<file path="config.mk">
export PLATFORM = sky130hd
export DESIGN_NAME = evm_ballot_ctrl
export DESIGN_NICKNAME = d
export VERILOG_FILES = /design/src/rtl/evm_ballot_ctrl.sv
export SDC_FILE = /design/constraint.sdc
export NUM_CORES = 1
export LEC_CHECK = 0
export CAP_MARGIN = 20
export CORE_ASPECT_RATIO = 1.1
export CORE_MARGIN = 2
export CORE_UTILIZATION = 54
export DETAILED_ROUTE_END_ITERATION = 16
export PLACE_DENSITY = 0.8
export SETUP_SLACK_MARGIN = 0.4
export SLEW_MARGIN = 5
export SYNTH_ARGS = -nofsm -noshare
export SYNTH_HDL_FRONTEND = slang
export SYNTH_SLANG_ARGS = --single-unit
</file>
<file path="constraint.sdc">
create_clock -name clk -period 3.8 [get_ports clk]
set_input_delay 0.57 -clock clk [delete_from_list [all_inputs] [get_ports clk]]
set_output_delay 0.57 -clock clk [all_outputs]
set_load 0.02 [all_outputs]
</file>
<file path="src/rtl/evm_ballot_ctrl.sv">
// Electronic voting machine ballot controller: officer-armed single-vote capture,
// saturating per-candidate tallies, and a sequential winner/tie scan after close.
module evm_ballot_ctrl #(
  parameter int NUM_CAND = 4,
  parameter int CNT_W    = 8,
  localparam int IDX_W   = $clog2(NUM_CAND),
  localparam int TOT_W   = CNT_W + IDX_W
) (
  input  logic                      clk,
  input  logic                      rst,
  input  logic                      arm,
  input  logic                      close,
  input  logic [NUM_CAND-1:0]       vswitch,
  output logic [NUM_CAND*CNT_W-1:0] counts,
  output logic [TOT_W-1:0]          total,
  output logic                      ready,
  output logic                      vote_ack,
  output logic                      inv,
  output logic                      sat_err,
  output logic                      closed,
  output logic                      result_valid,
  output logic [IDX_W-1:0]          winner,
  output logic                      tie
);

  typedef enum logic [2:0] {IDLE, ARMED, WAIT_REL, TALLY, DONE} state_t;

  localparam logic [CNT_W-1:0] CNT_MAX  = '1;
  localparam logic [IDX_W:0]   SCAN_END = (IDX_W+1)'(NUM_CAND);

  state_t                state_reg, state_next;
  logic [CNT_W-1:0]      cnt_reg [NUM_CAND];
  logic [NUM_CAND-1:0]   full_vec;
  logic                  press, one_hot, sel_full;
  logic                  vote_accept, inv_next, sat_set;
  logic                  scan_start, scan_step, scan_done;
  logic [IDX_W:0]        scan_idx_reg;
  logic [CNT_W-1:0]      best_reg, scan_cnt;
  logic [IDX_W-1:0]      scan_win_reg;
  logic                  scan_tie_reg;

  assign press    = |vswitch;
  assign one_hot  = press && ((vswitch & (vswitch - NUM_CAND'(1))) == '0);
  assign sel_full = |full_vec;

  genvar gi;
  generate
    for (gi = 0; gi < NUM_CAND; gi++) begin : g_cand
      assign counts[gi*CNT_W +: CNT_W] = cnt_reg[gi];
      assign full_vec[gi] = vswitch[gi] && (cnt_reg[gi] == CNT_MAX);
    end
  endgenerate

  always_ff @(posedge clk or posedge rst) begin
    if (rst) state_reg <= IDLE;
    else     state_reg <= state_next;
  end

  always_comb begin
    state_next  = state_reg;
    vote_accept = 1'b0;
    inv_next    = 1'b0;
    sat_set     = 1'b0;
    scan_start  = 1'b0;
    scan_step   = 1'b0;
    scan_done   = 1'b0;
    case (state_reg)
      IDLE: begin
        // close takes priority over a simultaneous arm
        if (close) begin
          state_next = TALLY;
          scan_start = 1'b1;
        end else if (arm && !press) begin
          state_next = ARMED;
        end
      end
      ARMED: begin
        if (press) begin
          if (!one_hot) begin
            inv_next = 1'b1;
          end else if (sel_full) begin
            inv_next = 1'b1;
            sat_set  = 1'b1;
          end else begin
            vote_accept = 1'b1;
            state_next  = WAIT_REL;
          end
        end
      end
      WAIT_REL: begin
        if (!press) state_next = IDLE;
      end
      TALLY: begin
        if (scan_idx_reg < SCAN_END) begin
          scan_step = 1'b1;
        end else begin
          scan_done  = 1'b1;
          state_next = DONE;
        end
      end
      DONE:    state_next = DONE;
      default: state_next = IDLE;
    endcase
  end

  always_ff @(posedge clk or posedge rst) begin
    if (rst) begin
      for (int i = 0; i < NUM_CAND; i++) cnt_reg[i] <= '0;
    end else if (vote_accept) begin
      for (int i = 0; i < NUM_CAND; i++)
        if (vswitch[i]) cnt_reg[i] <= cnt_reg[i] + CNT_W'(1);
    end
  end

  always_comb begin
    scan_cnt = '0;
    for (int i = 0; i < NUM_CAND; i++)
      if (scan_idx_reg == (IDX_W+1)'(i)) scan_cnt = cnt_reg[i];
  end

  always_ff @(posedge clk or posedge rst) begin
    if (rst) begin
      total        <= '0;
      ready        <= 1'b0;
      vote_ack     <= 1'b0;
      inv          <= 1'b0;
      sat_err      <= 1'b0;
      closed       <= 1'b0;
      result_valid <= 1'b0;
    end else begin
      if (vote_accept) total <= total + TOT_W'(1);
      ready        <= (state_next == ARMED);
      vote_ack     <= vote_accept;
      inv          <= inv_next;
      sat_err      <= sat_err | sat_set;
      closed       <= (state_next == TALLY) || (state_next == DONE);
      result_valid <= (state_next == DONE);
    end
  end

  // Scan works in private registers; winner/tie only change when DONE is entered.
  always_ff @(posedge clk or posedge rst) begin
    if (rst) begin
      scan_idx_reg <= '0;
      best_reg     <= '0;
      scan_win_reg <= '0;
      scan_tie_reg <= 1'b0;
      winner       <= '0;
      tie          <= 1'b0;
    end else begin
      if (scan_start) begin
        best_reg     <= cnt_reg[0];
        scan_win_reg <= '0;
        scan_tie_reg <= 1'b0;
        scan_idx_reg <= (IDX_W+1)'(1);
      end
      if (scan_step) begin
        if (scan_cnt > best_reg) begin
          best_reg     <= scan_cnt;
          scan_win_reg <= scan_idx_reg[IDX_W-1:0];
          scan_tie_reg <= 1'b0;
        end else if (scan_cnt == best_reg) begin
          scan_tie_reg <= 1'b1;
        end
        scan_idx_reg <= scan_idx_reg + (IDX_W+1)'(1);
      end
      if (scan_done) begin
        winner <= scan_win_reg;
        tie    <= scan_tie_reg;
      end
    end
  end

endmodule
</file>
==> results.sh, run 1 <==
export IMPL_status="finished, final reports clean"
export IMPL_die_height_um=92.5
export IMPL_clock_fmax_ghz=0.309
export IMPL_synth_compound_gate_area_share_pct=7.29
export IMPL_largest_register_ff_count=32
export IMPL_report_final_setup_viol=0
export IMPL_cts_hold_buffers_added=0
export IMPL_yosysSeqAreaShare_pct=44.3
export IMPL_floorplan_core_area_mm2=0.00697
export IMPL_critPathKind="reg -> reg"
export IMPL_worst_slack_ps=560
export IMPL_synth_top_family_by_area="simple AND/OR/NAND/NOR gates"
export IMPL_cts_tree="done"
export IMPL_remaining_number_of_nets_flagged_by_the_antenna_check_after_routing=0
export IMPL_most_common_library_cell_in_the_layout_ignoring_fill_and_taps="sky130_fd_sc_hd__dfrtp_1"
export IMPL_drv_max_cap_violation_count=0
export IMPL_chipWidth_um=84.5
export IMPL_grt_ovfl_total=0
export IMPL_wire_per_inst_um=17.2
export IMPL_clock_path_buffers=2
export IMPL_post_synthesis_adder_cell_area_fraction_pct=5.86
export IMPL_initial_antenna_violation_count=0
export IMPL_required_time_at_the_endpoint_of_the_critical_path_ps=4030
export IMPL_gp_congestion=0.948
export IMPL_synth_async_reset_ratio_pct=100
export IMPL_synth_warning_count=0
export IMPL_detail_route_iter0_violations=301
export IMPL_finalCritPeriodShare_pct=85.3
export IMPL_clk_insertion_delay_late_ps=350
export IMPL_first_global_vias=3010
export IMPL_p_leak_nw=2.14
export IMPL_drive_gt1_share_pct=14.1
export IMPL_final_net_count=455
export IMPL_layout_cells_non_filler=519
export IMPL_postCtsSetupBuffers=0
export IMPL_crit_path_cell_trace="ha_1 -> ha_1 -> nor2_1 -> a32o_1 -> ha_1 -> nor2b_1 -> o211ai_1 -> a21oi_1 -> o21ai_2 -> mux2_2"
export IMPL_dr_pass1_iters=4
export IMPL_slew_headroom_pct=59.9
export IMPL_ys_seq_elements=68
export IMPL_path_max_fanout=10
export IMPL_placed_cells=503
export IMPL_crit_arrival_ps=3470
export IMPL_worstPathBufferInverterCount=0
export IMPL_port_buffers=58
export IMPL_detailed_place_hpwl_um=6480
export IMPL_postSynthNetCount=398
export IMPL_floorplan_io_pins=59
export IMPL_cts_resized=0
export IMPL_pwr_density_cell_mw_per_mm2=306
export IMPL_rsz0062_at_grt="no"
export IMPL_initial_utilization_pct=55.2
export IMPL_maxSlewViolCount=0
export IMPL_cts_inserted_buffers=9
export IMPL_cts_htree_levels=3
export IMPL_stdcell_area_mm2=0.00467
export IMPL_post_route_total_power_mw=1.43
export IMPL_synth_xor_area_share_pct=8.66
export IMPL_clk_pin_slew_worst_paths_ps=70
export IMPL_timing_critical_path_slowest_cell_delay_ps=450
export IMPL_fin_setup_tns_ps=0
export IMPL_min_path_type="reg -> reg"
export IMPL_row_count=32
export IMPL_worst_path_dominant_cell_family="compound AO/OA/AOI/OAI gates"
export IMPL_layout_area_overhead_vs_synth_pct=21.3
export IMPL_synth_simple_area_share_pct=22.2
export IMPL_clock_sinks=68
export IMPL_dieArea_mm2=0.00781
export IMPL_grt_pass1_wl_um=14800
export IMPL_synth_cell_area_mm2=0.00384
export IMPL_timing_final_hold_violations=0
export IMPL_vias_per_cell=5.97
export IMPL_dr_total_vias=3097
export IMPL_syn_mean_instance_area_um2=10.3
export IMPL_yosys_most_used_dff="sky130_fd_sc_hd__dfrtp_1"
export IMPL_placement_setup_worst_slack_ps=548
export IMPL_hold_worst_slack_ps=467
export IMPL_critical_path_slowest_cell="sky130_fd_sc_hd__o21ai_2"
export IMPL_worst_clock_skew_ps=10.4
export IMPL_total_detailed_routing_wirelength_um=8940
export IMPL_grt_start_max_net_pins=40
export IMPL_grt_usage_pct=24.3
export IMPL_remaining_drc_errors=0
export IMPL_antennaDiodeCount=0
export IMPL_layout_core_utilization_pct=67.0
export IMPL_start_kind="register"
export IMPL_worstSetupEndpointType="register"
export IMPL_clock_root_buffer="sky130_fd_sc_hd__clkbuf_8"
export IMPL_tightest_slew_ps=599
export IMPL_cp_common_cell="sky130_fd_sc_hd__ha_1"
export IMPL_synthDistinctLibCells=42
export IMPL_post_syn_instances=372
export IMPL_synth_edff_count=0
export IMPL_placed_cell_area_mm2=0.00447
export IMPL_synth_mux_area_fraction_pct=7.29
export IMPL_vdd_ir_drop_worst_v=0.000316
export IMPL_fin_crit_ps=3240
export IMPL_layout_common_cells="68 x sky130_fd_sc_hd__dfrtp_1, 58 x sky130_fd_sc_hd__clkdlybuf4s50_1, 35 x sky130_fd_sc_hd__nand2_1"
final cells by class:
type,instances,area [um2]
clock inverters,4,48.8
clock buffers,12,145
well taps,85,106
repair buffers,64,626
multi-input cells,268,1970
fillers,559,2300
flip-flops and latches,68,1700
inverters,18,67.6
metal layers:
layer  track usage, %  routed length, um  vias to the layer above
met1             31.5               3920                     1503
met3             5.35                509                       17
met5                0                  0                        -
li1                 -                  -                     1451
met4             9.66                160                        0
met2             39.8               4360                      126
report_power, final:
group,switching (mW),internal [mW]
combinational,0.0520,0.0324
clock,0.280,0.321
sequential,0.0105,0.732
final timing paths:
kind / from / to / slack [ps] / depth (start not counted)
worst max-delay path: scan_idx_reg[0] / best_reg[1] / 560 / 10
worst min-delay path: total[9] / total[9] / 470 / 1
worst max register to register: scan_idx_reg[0] / best_reg[1] / 560 / 10
worst min register to register: total[9] / total[9] / 470 / 1
max in group asynchronous: rst / best_reg[7] / 2610 / 3
min in group asynchronous: rst / counts[28] / 510 / 2
synthesized netlist by cell type, types with 13 or more instances:
library cell | instances | area [um2]
sky130_fd_sc_hd__mux2_2 | 18 | 203
sky130_fd_sc_hd__inv_1 | 17 | 63.8
sky130_fd_sc_hd__nor2_1 | 13 | 48.8
sky130_fd_sc_hd__nand3_1 | 19 | 95.1
sky130_fd_sc_hd__nor3_1 | 16 | 80.1
sky130_fd_sc_hd__dfrtp_1 | 68 | 1700
sky130_fd_sc_hd__xor2_1 | 30 | 263
sky130_fd_sc_hd__nor4_2 | 14 | 175
sky130_fd_sc_hd__o21ai_0 | 14 | 70.1
sky130_fd_sc_hd__nand4_1 | 18 | 113
sky130_fd_sc_hd__nand2_1 | 35 | 131
sky130_fd_sc_hd__ha_1 | 18 | 225
sky130_fd_sc_hd__a21oi_1 | 13 | 65.1
cells by family after synthesis:
kind of cell	count (synthesis)
AND/OR/NAND/NOR	144
flip-flops	68
AO/OA/AOI/OAI	43
XOR/XNOR	38
buffers and inverters	36
multiplexers	25
adder cells (fa/ha/maj)	18
Power figures use the tool's default switching activity.
==> inputs of run 2 (changes only) <==
--- a/config.mk
+++ b/config.mk
@@ -5,6 +5,7 @@
 export SDC_FILE = /design/constraint.sdc
 export NUM_CORES = 1
 export LEC_CHECK = 0
+export ABC_CLOCK_PERIOD_IN_PS = 3800
 export CAP_MARGIN = 20
 export CORE_ASPECT_RATIO = 1.1
 export CORE_MARGIN = 2
==> results of run 2 <==
No change in the layout: final DEF, timing and power equal those of run 1.
